### config.mk
export PLATFORM = sky130hd
export DESIGN_NAME = universal_shift_register
export DESIGN_NICKNAME = d
export VERILOG_FILES = /design/src/rtl/universal_shift_register.sv
export SDC_FILE = /design/constraint.sdc
export NUM_CORES = 1
export LEC_CHECK = 0
export ABC_AREA = 1
export CAP_MARGIN = 20
export CORE_MARGIN = 4
export CORE_UTILIZATION = 30
export CTS_CLUSTER_SIZE = 8
export DETAILED_ROUTE_END_ITERATION = 8
export SLEW_MARGIN = 15
export SYNTH_ARGS = -nofsm -noshare
export SYNTH_HDL_FRONTEND = slang
export SYNTH_SLANG_ARGS = --single-unit
### constraint.sdc
create_clock -name clk -period 3.1 [get_ports clk]
set_input_delay 0.62 -clock clk [delete_from_list [all_inputs] [get_ports clk]]
set_output_delay 0.62 -clock clk [all_outputs]
set_load 0.005 [all_outputs]
### src/rtl/universal_shift_register.sv
// universal_shift_register
//   N-bit register that shifts in W-bit lanes. It supports logical shift left
//   and right, rotate left and right, arithmetic shift right, parallel load
//   and clear. It counts lane shifts and pulses frame_done when a full frame
//   of N/W lanes has been shifted.
//
// Ports
//   clk        : clock; all state updates on the rising edge
//   rst        : asynchronous active-low reset
//   mode[2:0]  : operation select
//                000 hold, 001 shl, 010 shr, 011 rol, 100 ror,
//                101 asr, 110 load, 111 clear
//   sin_l[W]   : lane entering the LSB end on shift left
//   sin_r[W]   : lane entering the MSB end on shift right
//   pdata_in[N]: parallel load data
//   data_out[N]: register contents
//   sout_l[W]  : top lane of data_out (leaves on the next left shift)
//   sout_r[W]  : bottom lane of data_out (leaves on the next right shift)
//   shift_cnt  : lane shifts since the last frame boundary, load, clear or reset
//   frame_done : one-cycle pulse after the FRAME-th shift of a frame
module universal_shift_register #(
  parameter int N = 32,
  parameter int W = 1
) (
  input  logic                  clk,
  input  logic                  rst,
  input  logic [2:0]            mode,
  input  logic [W-1:0]          sin_l,
  input  logic [W-1:0]          sin_r,
  input  logic [N-1:0]          pdata_in,
  output logic [N-1:0]          data_out,
  output logic [W-1:0]          sout_l,
  output logic [W-1:0]          sout_r,
  output logic [((N/W) > 1 ? $clog2(N/W) : 1)-1:0] shift_cnt,
  output logic                  frame_done
);

  localparam int FRAME = N / W;
  localparam int CW    = (FRAME > 1) ? $clog2(FRAME) : 1;

  localparam logic [2:0] MODE_HOLD  = 3'b000;
  localparam logic [2:0] MODE_SHL   = 3'b001;
  localparam logic [2:0] MODE_SHR   = 3'b010;
  localparam logic [2:0] MODE_ROL   = 3'b011;
  localparam logic [2:0] MODE_ROR   = 3'b100;
  localparam logic [2:0] MODE_ASR   = 3'b101;
  localparam logic [2:0] MODE_LOAD  = 3'b110;
  localparam logic [2:0] MODE_CLEAR = 3'b111;

  logic [N-1:0]  data_reg;
  logic [N-1:0]  data_next;
  logic [CW-1:0] cnt_reg;
  logic [CW-1:0] cnt_next;
  logic          done_reg;
  logic          done_next;

  // Candidate results for every shift-class operation.
  logic [N-1:0] shl_val;
  logic [N-1:0] shr_val;
  logic [N-1:0] rol_val;
  logic [N-1:0] ror_val;
  logic [N-1:0] asr_val;

  // When a lane is the whole register the "remaining bits" slice would be
  // empty, so that case is built separately.
  generate
    if (W == N) begin : g_full_lane
      assign shl_val = sin_l;
      assign shr_val = sin_r;
      assign rol_val = data_reg;
      assign ror_val = data_reg;
      assign asr_val = {N{data_reg[N-1]}};
    end else begin : g_part_lane
      assign shl_val = {data_reg[N-W-1:0], sin_l};
      assign shr_val = {sin_r, data_reg[N-1:W]};
      assign rol_val = {data_reg[N-W-1:0], data_reg[N-1:N-W]};
      assign ror_val = {data_reg[W-1:0], data_reg[N-1:W]};
      assign asr_val = {{W{data_reg[N-1]}}, data_reg[N-1:W]};
    end
  endgenerate

  // Data path next state.
  always_comb begin
    data_next = data_reg;
    case (mode)
      MODE_HOLD:  data_next = data_reg;
      MODE_SHL:   data_next = shl_val;
      MODE_SHR:   data_next = shr_val;
      MODE_ROL:   data_next = rol_val;
      MODE_ROR:   data_next = ror_val;
      MODE_ASR:   data_next = asr_val;
      MODE_LOAD:  data_next = pdata_in;
      MODE_CLEAR: data_next = '0;
      default:    data_next = data_reg;
    endcase
  end

  // Frame counter: every shift-class operation is one lane shift, whatever
  // its direction. The counter wraps at FRAME and flags the wrap.
  always_comb begin
    cnt_next  = cnt_reg;
    done_next = 1'b0;
    case (mode)
      MODE_SHL, MODE_SHR, MODE_ROL, MODE_ROR, MODE_ASR: begin
        if (cnt_reg == CW'(FRAME - 1)) begin
          cnt_next  = '0;
          done_next = 1'b1;
        end else begin
          cnt_next  = cnt_reg + CW'(1);
        end
      end
      MODE_LOAD, MODE_CLEAR: begin
        cnt_next = '0;
      end
      default: begin
        cnt_next = cnt_reg;
      end
    endcase
  end

  always_ff @(posedge clk or negedge rst) begin
    if (!rst) begin
      data_reg <= '0;
      cnt_reg  <= '0;
      done_reg <= 1'b0;
    end else begin
      data_reg <= data_next;
      cnt_reg  <= cnt_next;
      done_reg <= done_next;
    end
  end

  assign data_out   = data_reg;
  assign sout_l     = data_reg[N-1:N-W];
  assign sout_r     = data_reg[W-1:0];
  assign shift_cnt  = cnt_reg;
  assign frame_done = done_reg;

endmodule
==> results of run 1 <==
cell families (layout without fill, tap and decap cells):
logic type	Yosys count	in the layout	share of synthesized area
XOR/XNOR	2	2	0.00759
flip-flops	38	38	0.412
AND/OR/NAND/NOR	188	188	0.382
AO/OA/AOI/OAI	37	37	0.0823
adder cells (fa/ha/maj)	2	2	0.0108
buffers and inverters	59	132	0.106
per-stage QoR:
| stage | utilization | total power, mW |
|---|---|---|
| 2_1_floorplan | - | 0.888 |
| 3_3_place_gp | 0.430 | 1.19 |
| 3_5_place_dp | 0.430 | 1.20 |
| 4_1_cts | 0.443 | 1.56 |
| 5_1_grt | 0.443 | 1.65 |
| 6_report | 0.443 | 1.53 |
layer usage:
layer,routed length [µm],up-vias,global-route usage
met2,3290,54,0.262
met4,29,0,0.0332
li1,-,1184,-
met5,0,-,0
met3,280,2,0.0305
met1,3100,1114,0.206
area by class of cell:
| type | instances | share of cell area |
|---|---|---|
| Clock buffer | 7 | 0.0265 |
| Clock inverter | 1 | 0.00153 |
| Inverter | 38 | 0.0437 |
| Multi-Input combinational cell | 229 | 0.343 |
| Sequential cell | 38 | 0.291 |
| Tap cell | 99 | 0.0380 |
| Timing Repair Buffer | 86 | 0.256 |
worst min-delay path by stage:
stage                       from            to  slack [ns]
floorplan                    rst   data_out[0]        0.32
global placement    shift_cnt[4]  shift_cnt[4]        0.50
detailed placement  shift_cnt[4]  shift_cnt[4]        0.51
CTS                          rst  data_out[28]        0.49
global route                 rst  shift_cnt[2]        0.53
finish                       rst  shift_cnt[2]        0.45
where the power goes:
part	internal, mW	leakage (nW)	total (mW)	switching (mW)
sequential	0.583	0.468	0.687	0.104
clock	0.180	0.0482	0.351	0.172
combinational	0.292	1.03	0.494	0.203
total	1.05	1.55	1.53	0.478
placed cells by master, fill, tap and decap left out, types with 2 or more instances in the layout:
cell type and instances:
o21ai_0 3, o21ai_1 31, or2_0 4, nand4_1 3, buf_4 8, nand2_1 76, inv_1 35, nor2_2 2
nand3_1 66, ha_1 2, or2_1 20, nand2_2 2, nor2_1 8, inv_2 3, dfrtp_1 38, or2_2 6
clkdlybuf4s50_1 77, clkbuf_8 6
critical path, stage by stage:
cell             delay (ns)
clkdlybuf4s50_1        0.56
inv_2                  0.31
nand2_2                0.41
or2_2                  0.42
nand2_1                0.07
inv_1                  0.03
state kept, by name (all words and copies together), names as in the netlist:
name / flops
shift_cnt: 5
data_out: 32
frame_done: 1
==> results.md, run 1 <==
- The final weighted congestion in routability-driven placement is 0.784.
- The worst-skew pair later-pin latency is 0.28 ns.
- The overall fraction of global-route tracks in use is 0.155.
- Of the synthesized area, sequential elements account for 0.412.
- The multi-input combinational cell area is 1120 µm².
- At the pin with the least slew margin, the transition time is 0.878 ns.
- The count of antenna diodes in the layout is 0.
- The sum of overflow across all layers after global routing is 0.
- Tracing the worst setup path back leads to its startpoint at mode[0].
- The gate count of the mapped netlist is 326.
- The portion of the clock cycle consumed by the worst path in the final layout is 0.728.
- In this run the clock root is driven by a clkbuf_8.
- Once layout is done, the placed cells without fillers occupy 3260 µm².
- In this run the critical register-to-register path is launched from shift_cnt[0].
- Of all cell types, the one taking the most synthesized area is dfrtp_1.
- The total via count in the routed design is 2,354.
- The commonest cells after synthesis are nand2_1, nand3_1, dfrtp_1, inv_1, o21ai_1.
- Across all hold checks on the routed design, the worst slack comes to 0.452 ns.
- Summed over all cells, the static leakage comes to 1.55 nW.
- Across the VDD grid, the largest voltage drop is 0.220 mV.
- The critical path data required time is 3.28 ns.
- For this design, the CTS-stage hold fixing added 0 buffers.
- The highest clock rate is 443 MHz.
- The share of synthesized area in the top cell type comes to 0.412.
- The initial utilization of the core area, before any placement, comes to 0.313.
- In this run the critical register-to-register path is captured at shift_cnt[3].
- The post-synthesis register bit count is 38.
- For this run, the post-layout net count is 439.
- The clock skew after layout is 0.00490 ns.
- The cell count after placement is 490.
- Setup repair after global routing left no endpoint under its margin.
- The floorplan step defined a core boundary enclosing 7370 µm².
- The depth of the CTS H-tree is 2.
- The clock tree buffer depth is 2.
- After filler insertion, the fill cell instance count of the layout stands at 773.
- The cell area after technology mapping is 2310 µm².
- Counting cells, the worst reg-to-reg path comes to 7.
- The number of different library cells in the post-synthesis netlist is 23.
- The most common cell in the netlist is nand2_1.
- The number of warnings reported in the yosys synthesis log is 0.
- The worst setup margin is 0.844 ns.
- Clock tree synthesis inserted a total of 5 buffers.
- The global-route wire length before repair is 11,200 µm.
- Row generation in the floorplan step produced 31 rows.
- Dividing the detail-routed wire length by the instance count gives 13.5 µm.
- In this run the horizontal extent of the chip is 95.7 µm.
- The slack of the worst reg-to-reg path is 1.72 ns.
- The CTS tree is yes.
- The number of non-filler instances in the completed layout is 498.
- The via count of the first global-routing pass is 2,354.
- The type of the most critical hold path is in -> async.
- After clock tree synthesis, the clock-pin slew on the worst setup and hold paths is 0.07 ns.
- The number of iterations in the first detailed-routing pass is 4.
- The critical-path maximum fanout is 36.
- The data arrival time of the critical path is 2.44 ns.
- The count of endpoints failing setup in the final report is 0.
- The number of design-rule violations left by the first detailed-router iteration is 143.
- From synthesis to final layout, the design area changed by 41.3%.
- The worst max-slew margin expressed relative to the limit is 0.414.
- The estimated wirelength of the detail-placed design is 4810 µm.
- The footprint of the flip-flops and latches is 951 µm².
- Before CTS, the worst setup slack after placement is 0.544 ns.
- Counting flops with a built-in enable in the synthesized netlist gives 0.
- The area enclosed by the die boundary is 9170 µm².
- The remaining number of nets flagged by the antenna check after routing is 0.
- The final count of hold timing violations is 0.
- The setup TNS after final layout is 0 ns.
- The share of cells above drive strength 1 is 0.0777.
- The most frequently used flop master after synthesis is dfrtp_1.
- The element type at the critical path end is a flop.
- Counting every sink on the clock net gives 38.
- The placed cell area is 3170 µm².
- The synthesized netlist net count is 367.
- The routed design has 6700 µm of wire.
- The worst setup path category is in -> reg.
- For the finished layout, the period the worst path requires is 2.26 ns.
- The die boundary height is 95.7 µm.
- The post-synthesis async set-or-reset flop share is 1.00.
- The number of antenna violations at the first check in global routing is 0.
- Once the clock tree was built, the setup fixing pass inserted 0 buffers.
- The tool flagged a number of max-cap violations equal to 0.
- The number of top-level design ports is 79.
- Sorting the synthesized cells by area gives the leading types as dfrtp_1, nand3_1, nand2_1, o21ai_1, inv_1.
- The flow ran to the end, and the final reports show no timing, DRC or antenna violations.
- Averaged over all synthesized cells, the footprint is 7.09 µm².
- The largest net degree at the start of global routing is 39.
- The most critical setup path has its endpoint at data_out[4].
- The total power density per cell area is 470 nW/µm².
- STA classifies the critical path startpoint as a primary input.
- The number of gates resized after CTS was 0.
- Port buffering added 78 buffers.
- After detailed routing, the number of vias per cell comes to 4.73.
- The total count of max-transition violations in the final report is 0.
- The post-detailed-route DRC marker count is 0.
(Power assumes the default switching activity.)
==> inputs of run 2 (changes only) <==
- clock period: 3.1 -> 2 ns (I/O delays scaled with it)
==> results.md, run 2 (synthesis gave the netlist of run 1 again) <==
- The flow ran to the end, and the final reports show no timing, DRC or antenna violations.
- The critical path is of the reg -> out type.
- 0 antenna diodes ended up in the layout.
- The share of cells above drive strength 1 is 0.0844.
- Excluding fillers, the count of instances in the completed layout stands at 502.
- Dividing the detail-routed wire length by the instance count gives 13.4 µm.
- The estimated wirelength of the detail-placed design is 4740 µm.
- The worst voltage drop across the vdd grid is 0.298 mV.
- The flip-flop count of the largest register, all copies and words added is 32.
- For this design the ratio of total power to cell area is 705 nW/µm².
- The detailed router finished its first iteration with 144 violations.
- The largest net degree at the start of global routing is 39.
- The path class of the tightest hold or removal check is in -> async.
- For this configuration, the core starts out at a cell density of 0.313.
- The number of buffers and inverters on the critical path is 1.
- Along the worst path, the maximum fanout reaches 5.
- Of the total power, combinational logic draws 0.335.
- The commonest non-fill, non-tap cell in the layout is clkdlybuf4s50_1.
- The depth of the CTS H-tree is 2.
- The placed cell area is 3270 µm².
- The total count of max-transition violations in the final report is 0.
- Walking the worst path, the cells encountered are clkdlybuf4s50_1.
- Summed over all cells, the static leakage comes to 1.58 nW.
- The slew of the pin with the lowest slew margin is 0.276 ns.
- The area of the core region is 7370 µm².
- The critical path data required time is 1.60 ns.
- The die boundary height is 95.7 µm.
- The worst setup path is captured at a primary output.
- Of the total power, the share spent switching nets is 0.315.
- The post-route cell area is 3350 µm².
- The worst path in the final design needs a cycle of 1.70 ns, including I/O delays and setup.
- After routing, the total negative slack on setup checks comes to 0 ns.
- The worst setup margin is 0.295 ns.
- The number of port buffers is 78.
- The largest stage delay on the critical path is 0.56 ns.
- Clock-pin slew was measured on the worst setup and hold paths at 0.07 ns.
- The count of endpoints failing setup in the final report is 0.
- In the global route stage, overall resource usage came out at 0.153.
- The count of buffers added by post-CTS timing repair for setup is 0.
- Compared with the post-synthesis result, the final layout area differs by 45.0%.
- The clock skew after layout is 0.00312 ns.
- Setup repair after global routing left no endpoint under its margin.
- Of the total power, registers draw 0.449.
- In this run the deepest clock path goes through 2 buffers.
- The die width is 95.7 µm.
- On the critical path, the stage with the largest delay is an instance of clkdlybuf4s50_1.
- The net total in the final layout is 444.
- The remaining number of nets flagged by the antenna check after routing is 0.
- The CTS tree is yes.
- Static timing analysis puts the maximum clock frequency at 587 MHz.
- The worst max-slew margin expressed relative to the limit is 0.814.
- In this run the core area contains 31 standard-cell rows.
- The post-detailed-routing wire length is 6710 µm.
- STA classifies the critical path startpoint as a flop.
- The cell family with the largest share of critical-path delay is buffers and inverters.
- Across the run, the number of max-cap violations was 0.
- In this run the power spent charging and discharging nets is 0.744 mW.
- The post-detailed-route DRC marker count is 0.
- The clock power share is 0.215.
- The portion of the clock cycle consumed by the worst path in the final layout is 0.852.
- Gates resized during post-CTS repair numbered 0.
- The number of iterations in the first detailed-routing pass is 4.
- Once placement completed, the tool counted placed cells totaling 495.
- The number of vias per cell is 4.75.
- The worst slack after detailed placement is 0.0994 ns.
- For the worst setup path, the data arrival time is 1.30 ns.
- The number of top-level design ports is 79.
- The floorplan step defined a die boundary enclosing 9170 µm².
- The cell-internal power is 1.62 mW.
- The number of buffers created by CTS is 5.
- The sum of overflow across all layers after global routing is 0.
- The power after layout is 2.36 mW.
- The final count of hold timing violations came to 0.
- The global-route wire length before repair is 11,000 µm.
- Leaving out fill and tap cells, the most frequent cells in the layout are clkdlybuf4s50_1, nand2_1, nand3_1, dfrtp_1, inv_1.
- The total via count in the routed design is 2,383.
- At the end of routability-driven placement, the weighted congestion stood at 0.817.
- Buffers inserted to repair hold after CTS numbered 0.
- The clock drives 38 sinks.
- The worst-skew pair later-pin latency is 0.28 ns.
- The number of antenna violations at the first check in global routing is 0.
- Clock tree synthesis selected as its root buffer the cell clkbuf_8.
- The via count of the first global-routing pass was 2,284.
==> run 2: cell count changes in the layout (fill, tap and decap cells not counted) <==
cell,delta
clkbuf_8,-1
clkinv_2,-1
clkbuf_1,+1
buf_12,+5
==> run 2: path summary, 6_finish.rpt <==
kind / start / to / slack [ns] / cells past startpoint
worst max-delay path: data_out[0] / data_out[0] / 0.30 / 1
worst min-delay path: rst / shift_cnt[2] / 0.08 / 2
worst max register to register: shift_cnt[0] / shift_cnt[3] / 0.63 / 7
worst min register to register: shift_cnt[0] / shift_cnt[0] / 0.53 / 1
max in group asynchronous: rst / data_out[5] / 1.73 / 2
min in group clk: shift_cnt[0] / shift_cnt[0] / 0.53 / 1
==> run 2: layout make-up <==
cell class                      instances  area, µm²
Tap cell                               99        124
Inverter                               38        143
Fill cell                             745       4020
Sequential cell                        38        951
Clock buffer                            7       76.3
Multi-Input combinational cell        229       1120
Timing Repair Buffer                   91        936
==> run 2: per-stage QoR <==
step / utilization / hold slack [ns]
2_1_floorplan: - / 0.104
3_3_place_gp: 0.444 / 0.389
3_5_place_dp: 0.444 / 0.387
4_1_cts: 0.454 / 0.0798
5_1_grt: 0.454 / 0.0869
6_report: 0.454 / 0.0774
==> run 2: power by group through the flow <==
| stage | Sequential (mW) | Combinational, mW | Clock [mW] |
|---|---|---|---|
| final | 1.06 | 0.791 | 0.508 |
| after global routing | 1.09 | 0.885 | 0.556 |
| after CTS | 1.06 | 0.807 | 0.521 |
| after detailed placement | 1.08 | 0.803 | 0 |
| after global placement | 1.08 | 0.793 | 0 |
| after floorplan | 1.05 | 0.327 | 0 |
==> run 2: metal layers <==
layer / share of wire / track usage
met5: 0 / 0
met1: 0.47 / 0.201
met4: 0.010 / 0.0427
met2: 0.47 / 0.256
met3: 0.046 / 0.0297
==> inputs of run 3 (changes only) <==
- ABC_AREA: 1 -> not set
- GPL_ROUTABILITY_DRIVEN: not set -> 0
==> results.md, run 3 <==
- The flow ran to the end, and the final reports show no timing, DRC or antenna violations.
- The worst voltage drop across the vdd grid is 0.244 mV.
- The global-route wire length before repair is 11,100 µm.
- The remaining number of nets flagged by the antenna check after routing is 0.
- The total leakage power is 1.30 nW.
- Adding up every negative setup slack in the final design gives 0 ns.
- After legalization and detailed placement, the total HPWL measured 4910 µm.
- The via count of the first global-routing pass is 2,173.
- The region available for standard cell placement spans 7690 µm².
- The number of design-rule violations left by the first detailed-router iteration is 161.
- The sequential-to-total area share from yosys stat is 0.404.
- Sorting the synthesized cells by area gives the leading types as dfrtp_1, a22oi_1, o22ai_1, a21oi_1, o21ai_0.
- The net total in the final layout is 382.
- Global routing finished with a remaining overflow of 0.
- In the synthesized netlist, the number of instances is 270.
- 79 I/O pins were placed.
- Post-CTS repair changed the size of 0 cells.
- The clock tree buffer depth is 2.
- After detailed routing, the average wire length per cell comes to 15.7 µm.
- Yosys printed 0 warnings.
- Across the run, the number of max-cap violations was 0.
- The data arrival time of the critical path is 2.08 ns.
- The routed design has 6990 µm of wire.
- For this configuration, the core starts out at a cell density of 0.306.
- The average cell area after synthesis is 8.71 µm².
- The die is 96.6 µm wide.
- The post-detailed-route DRC marker count is 0.
- The area enclosed by the die boundary is 9320 µm².
- Relative to the synthesized area, the layout overhead comes to 42.3%.
- Setup repair after global routing left no endpoint under its margin.
- The die is 96.6 µm tall.
- In the layout the commonest cells are clkdlybuf4s50_1, dfrtp_1, a21oi_1, a22oi_1, o21ai_0.
- Across all register-to-register paths, the minimum setup slack is 0.14 ns.
- The endpoint identified for the worst register-to-register timing path is shift_cnt[3].
- The overall fraction of global-route tracks in use is 0.150.
- The tightest min-delay check is of the in -> async type.
- The largest net degree at the start of global routing is 40.
- Of all nets on the critical path, the largest fanout is 5.
- The launch instance of the worst register-to-register path is shift_cnt[0].
- In this run the clock root is driven by a clkbuf_8.
- The worst setup path category is reg -> reg.
- The number of buffers created by CTS is 5.
- The CTS tree is yes.
- The total via count in the routed design is 2,450.
- The register with the most flip-flops in the layout has 32 of them.
- The worst path needs 1.86 ns of the cycle, external delays included.
- The floorplan has 32 rows.
- In the synthesized netlist the dominant register cell turns out to be dfrtp_1.
- The portion of synthesized cell area occupied by the leading cell type is 0.404.
- The worst max-slew margin expressed relative to the limit is 0.747.
- The count of antenna diodes in the layout is 0.
- The share of cells above drive strength 1 is 0.0877.
- The number of antenna violations at the first check in global routing is 0.
- The number of synthesized flops with an enable pin is 0.
- Dividing the final minimum period by the clock period gives 0.928.
- The clock tree synthesis step divided the H-tree into 2 levels.
- Measured in cells, the most critical reg-to-reg path has a length of 6.
- The final count of hold timing violations is 0.
- The power after layout is 2.28 mW.
- The number of different library cells in the post-synthesis netlist is 33.
- The count of endpoints failing setup in the final report is 0.
- The synthesized netlist occupies a cell area of 2350 µm².
- Ranked by instance count, the synthesized netlist is headed by dfrtp_1, a21oi_1, a22oi_1, o21ai_0, o22ai_1.
- The slew of the pin with the lowest slew margin is 0.370 ns.
- The most common cell in the netlist is dfrtp_1.
- For the worst-skew pair, the clock arrives at the later sink with an insertion delay of 0.28 ns.
- The cell taking the most area after synthesis is dfrtp_1.
- Between clock sinks in the finished design, the worst skew comes to 0.00222 ns.
- For this design the ratio of total power to cell area is 680 nW/µm².
- The count of buffers added by post-CTS timing repair for setup is 0.
- In the synthesized netlist the async set-or-reset flop fraction comes to 1.00.
- The critical path launch point type is a flop.
- The number of iterations in the first detailed-routing pass is 5.
- The number of vias per cell is 5.52.
- For this run, the top clock speed supported by timing is 539 MHz.
- For the worst setup path, the data required time is 2.22 ns.
- The worst setup path is captured at a flop.
- After clock tree synthesis, the clock-pin slew on the worst setup and hold paths is 0.08 ns.
- The synthesized netlist net count is 311.
- The number of clock sinks is 38.
- Counting flops and latches in the post-synthesis netlist gives 38.
- Leaving out fill and tap cells, the most frequent cell in the layout is clkdlybuf4s50_1.
- The total count of max-transition violations in the final report is 0.
- The number of port buffers is 78.
==> run 3: cell count changes in the layout (fill, tap and decap cells not counted), sizes merged, moves of 26 or more <==
cell / before / now
a21boi: 0 / 26
inv: 38 / 2
nand3: 66 / 4
a21oi: 1 / 35
nand2: 78 / 8
or2: 30 / 1
o22ai: 1 / 29
a22oi: 0 / 35
==> run 3: metal layers <==
layer  vias to the layer above  global-route usage  wire (µm)
met1                      1187               0.220       3410
li1                       1184                   -          -
met2                        77               0.222       3120
met3                         2              0.0395        438
met5                         -                   0          0
met4                         0              0.0292         15
==> run 3: stage by stage <==
step | worst slack (ns) | hold slack [ns] | std cells | utilization | area [µm²]
final | 0.145 | 0.438 | 444 | 0.435 | 3350
after global routing | 0.0487 | 0.427 | 444 | 0.435 | 3350
after CTS | 0.145 | 0.438 | 444 | 0.435 | 3350
after detailed placement | 0.0976 | 0.200 | 435 | 0.422 | 3250
after global placement | 0.122 | 0.202 | 435 | 0.422 | 3250
after floorplan | 0.283 | 0.104 | 270 | - | 2350
==> run 3: cell families (layout without fill, tap and decap cells) <==
group / count (synthesis) / in the layout / share of synthesized area
compound gates: 167 / 167 / 0.447
fa+ha+maj: 2 / 2 / 0.0106
buf+inv: 34 / 106 / 0.0713
flops: 38 / 38 / 0.404
mux: 1 / 1 / 0.00479
simple gates: 28 / 28 / 0.0622
==> run 3: critical path: stages (launching register included) <==
cell	delay, ns
dfrtp_1	0.43
ha_1	0.24
and3_1	0.19
ha_1	0.22
a21oi_1	0.17
or4b_1	0.45
nand3_1	0.09
==> run 3: final cells by class <==
cell class / instances / area (µm²)
fill: 800 / 4340
multi-input combinational: 198 / 1240
sequential: 38 / 951
timing repair buffer: 96 / 933
tap: 102 / 128
clock buffer: 7 / 86.3
inverter: 2 / 7.51
clock inverter: 1 / 5.00
==> run 3: power breakdown <==
part / leakage (nW) / switching, mW / total (mW) / internal (mW)
clock: 0.0482 / 0.277 / 0.556 / 0.279
sequential: 0.481 / 0.152 / 1.02 / 0.872
combinational: 0.771 / 0.269 / 0.696 / 0.427
==> run 3: how the worst max path moves through the flow <==
stage	slack, ns	start	to
2_1_floorplan	0.28	shift_cnt[0]	shift_cnt[3]
3_3_place_gp	0.12	mode[2]	shift_cnt[3]
3_5_place_dp	0.1	mode[2]	shift_cnt[3]
4_1_cts	0.14	shift_cnt[0]	shift_cnt[3]
5_1_grt	0.05	shift_cnt[0]	shift_cnt[3]
6_report	0.14	shift_cnt[0]	shift_cnt[3]
==> run 3: repair_timing <==
action                     4_1_cts  5_1_grt
setup endpoints to repair        0        0
hold endpoints to repair         2        0
hold buffers                     1        0
==> edit 1: new RTL, settings of run 2 <==
The parameter `N` goes from 32 to 64.
--- a/src/rtl/universal_shift_register.sv
+++ b/src/rtl/universal_shift_register.sv
@@ -21,3 +21,3 @@
 module universal_shift_register #(
-  parameter int N = 32,
+  parameter int N = 64,
   parameter int W = 1
Interface: changed (resized data_out, pdata_in and shift_cnt); port bits go from 79 to 144. The function was not compared with the original's and may differ.
==> edit 1 against run 2 <==
  * Total power increased by 100%
  * Sequential cell count up 33
  * Cell area increased by 87%
  * Clock skew rose by 0.0044 ns
  * Area after synthesis grew 87%
  * Wire length is 89% higher
  * Highest routed layer unchanged
  * Setup slack worse by 0.035 ns
  * Worst hold slack lost 0.049 ns
==> edit 1: results <==
cts:
  cts_buffers: 9
  worstSkewPairLatency_ns: 0.32
  cts.sinks: 71
  cts-root-buf: "clkbuf_16"
place:
  gp_congestion: 0.8111
  dp_hpwl_um: 9245
  portBuffers: 143
power_and_ir_drop:
  pg_clk_mw: 1.62
  p_leak_nw: 3.047
  ir_worst_vdd_mv: 0.3933
  p_int_mw: 3.415
routing:
  met3WireLength_um: 848
  wire_per_inst_um: 13.48
  vias_per_cell: 4.613
  dr_wl_met2_um: 5937
  drt_iter0_markers: 224
  wl_met1_um: 5769
global_route:
  use_met2: 0.2535
  grt_max_degree: 45
  grt_use_total: 0.1539
  gr-usage-met1: 0.2038
run_status:
  status: "completed"
synthesis:
  yosys-top-cells-count: "nand2_1, inv_1, dfrtp_1"
  yosysSeqAreaShare: 0.4108
  synth_fa_ha_area_frac: 0.002893
  synth_compound_gate_area_share: 0.08881
  synthXorXnorAreaFrac: 0
  synth_cell_types: 24
  synth_nets: 691
worst_setup_path:
  r2r-start: "shift_cnt[1]"
  r2r_end: "shift_cnt[5]"
  ff2ff_path_depth: 8
  cp.arrival_ns: 1.34
  worstSetupEndpoint: "data_out[63]"
  startpoint: "data_out[63]"
finish:
  final.clkbuf_count: 12
  drive_above_1_share: 0.07105
  num-multi-input-gates: 436
  inv_count: 76
  fillers: 1442
  signal_buffers: 162
  clkCellAreaFrac: 0.04764
  largest_reg_flops: 64
sta:
  finalClockSkew_ns: 0.007511
  worst_pin_slew_ns: 0.4847
[edit 1: cell count changes after synthesis, sizes merged, moves of 15 or more]
cell | before | now
or2 | 30 | 62
inv | 38 | 76
o21ai | 35 | 67
buf | 14 | 29
dfrtp | 38 | 71
nand2 | 78 | 216
[edit 1: through the flow]
stage	instance area [µm²]	power, mW	std cells	hold WS (ns)	setup slack, ns
floorplan	4325	2.394	619	0.1044	0.5639
global placement	5978	3.177	925	0.3879	0.09885
detailed placement	5978	3.202	925	0.4004	0.06017
CTS	6277	4.859	940	0.04823	0.2275
global route	6277	5.081	940	0.06437	0.1958
finish	6277	4.780	940	0.02885	0.2605
[edit 1: worst reg2reg max path, stage by stage (launching register included)]
cell and delay (ns):
dfrtp_1 0.43, ha_1 0.21, nand2_1 0.07, nor2_1 0.16
nand2_1 0.12, nand3_1 0.11, nand3_1 0.07, nand2_1 0.06
inv_1 0.03
==> edit 2: new RTL, settings of run 2 <==
Without the edit above. Take the reset off `data_reg` and load it in a clocked block of its own.
--- a/src/rtl/universal_shift_register.sv
+++ b/src/rtl/universal_shift_register.sv
@@ -122,3 +122,2 @@
     if (!rst) begin
-      data_reg <= '0;
       cnt_reg  <= '0;
@@ -126,3 +125,2 @@
     end else begin
-      data_reg <= data_next;
       cnt_reg  <= cnt_next;
@@ -130,2 +128,6 @@
     end
+  end
+
+  always_ff @(posedge clk) begin
+    data_reg <= data_next;
   end
Behaviour: not the same (Yosys sat finds a counterexample within 4 cycles, from zero or initial values and one cycle with rst low).
==> edit 2 against run 2 <==
  * Cell area is 11% lower
  * Wire length is 15% lower
  * Largest power group unchanged
  * Synthesized cell count is 31% lower
  * Setup slack better by 0.018 ns
  * Highest routed layer unchanged
  * Sequential cell count stayed put
  * Area after synthesis is 12% lower
  * Total power is 7.8% higher
  * Sequential share of layout area is 8.7 points higher
  * Clock power is 26% higher
==> edit 2: results <==
run_status:
  status: "completed"
sta:
  fin_hold_ws_ns: 0.3618
  relSlewSlack: 0.6670
  finalClockSkew_ns: 0.008871
power_and_ir_drop:
  p_leak_nw: 1.227
  ir_worst_vdd_mv: 0.4134
  p_int_mw: 1.853
synthesis:
  yosysSeqAreaShare: 0.5438
  async_reset_ff_frac: 0.1579
  synth_fa_ha_area_frac: 0.01225
  yosys-top-cells-count: "nand3_1, nand2_1, edfxtp_1"
  synth_compound_gate_area_share: 0.004899
  synth_nets: 265
  synth.area.top_cells: "edfxtp_1, nand3_1, nand2_1"
worst_setup_path:
  crit_fanout: 6
  r2r_end: "shift_cnt[2]"
place:
  dp_hpwl_um: 4142
  placed_area_um2: 2887
  gp_congestion: 0.7813
  dpl.cell_count: 371
  dp_slack_ns: 0.06159
finish:
  layoutNonFillerInstCount: 379
  drive_above_1_share: 0.08940
  finish.instance_area_um2: 2995
  num-nets-final: 342
global_route:
  grt_use_total: 0.1387
  grt_max_degree: 36
  grt_pass1_wl_um: 9252
  grt_pass1_vias: 1844
routing:
  vias_per_cell: 4.902
  wirelength_um: 5722
  drt_iter0_markers: 97
edit 2: changes by cell type after synthesis, sizes merged, moves of 3 or more:
cell	before	now
clkbuf	7	0
dfrtp	38	6
edfxtp	0	32
inv	38	7
nand3	66	71
nor2	10	7
o21ai	35	2
or2	30	0
edit 2: worst register-to-register path: cells and delay by family, from the launching register on:
kind                     cells  cell delay (ns)
buffers and inverters        1             0.07
AO/OA/AOI/OAI                1             0.16
flip-flops                   1             0.43
adder cells (fa/ha/maj)      2             0.43
AND/OR/NAND/NOR              3             0.21
edit 2: worst max path at each step:
stage                            start           end  slack, ns  cells past startpoint
final                     shift_cnt[2]  shift_cnt[2]       0.31                      1
after detailed placement       mode[0]  data_out[21]       0.06                      7
after global placement         mode[0]   data_out[3]       0.11                      7
after CTS                 shift_cnt[2]  shift_cnt[2]       0.29                      1
after floorplan                mode[1]  data_out[31]       0.70                      4
after global routing           mode[0]   data_out[7]       0.23                      7
edit 2: power groups by stage:
stage / Combinational [mW] / Clock [mW] / Sequential (mW)
3_3_place_gp: 0.688 / 0 / 1.23
2_1_floorplan: 0.251 / 0 / 1.20
3_5_place_dp: 0.704 / 0 / 1.23
6_report: 0.693 / 0.638 / 1.21
4_1_cts: 0.706 / 0.659 / 1.21
5_1_grt: 0.763 / 0.695 / 1.24
edit 2: metal layers:
metal / up-vias / routed length, µm / track usage
li1: 923 / - / -
met1: 865 / 2744 / 0.1956
met2: 66 / 2555 / 0.2088
met3: 4 / 368 / 0.03500
met4: 0 / 55 / 0.04209
met5: - / 0 / 0
edit 2: final cells by class:
type,count,area [µm²]
Inverter,7,26.28
Clock inverter,3,40.04
Sequential cell,38,1111
Multi-Input combinational cell,165,789.5
Fill cell,645,3500
Clock buffer,5,68.82
Tap cell,77,96.34
Timing Repair Buffer,84,863.3
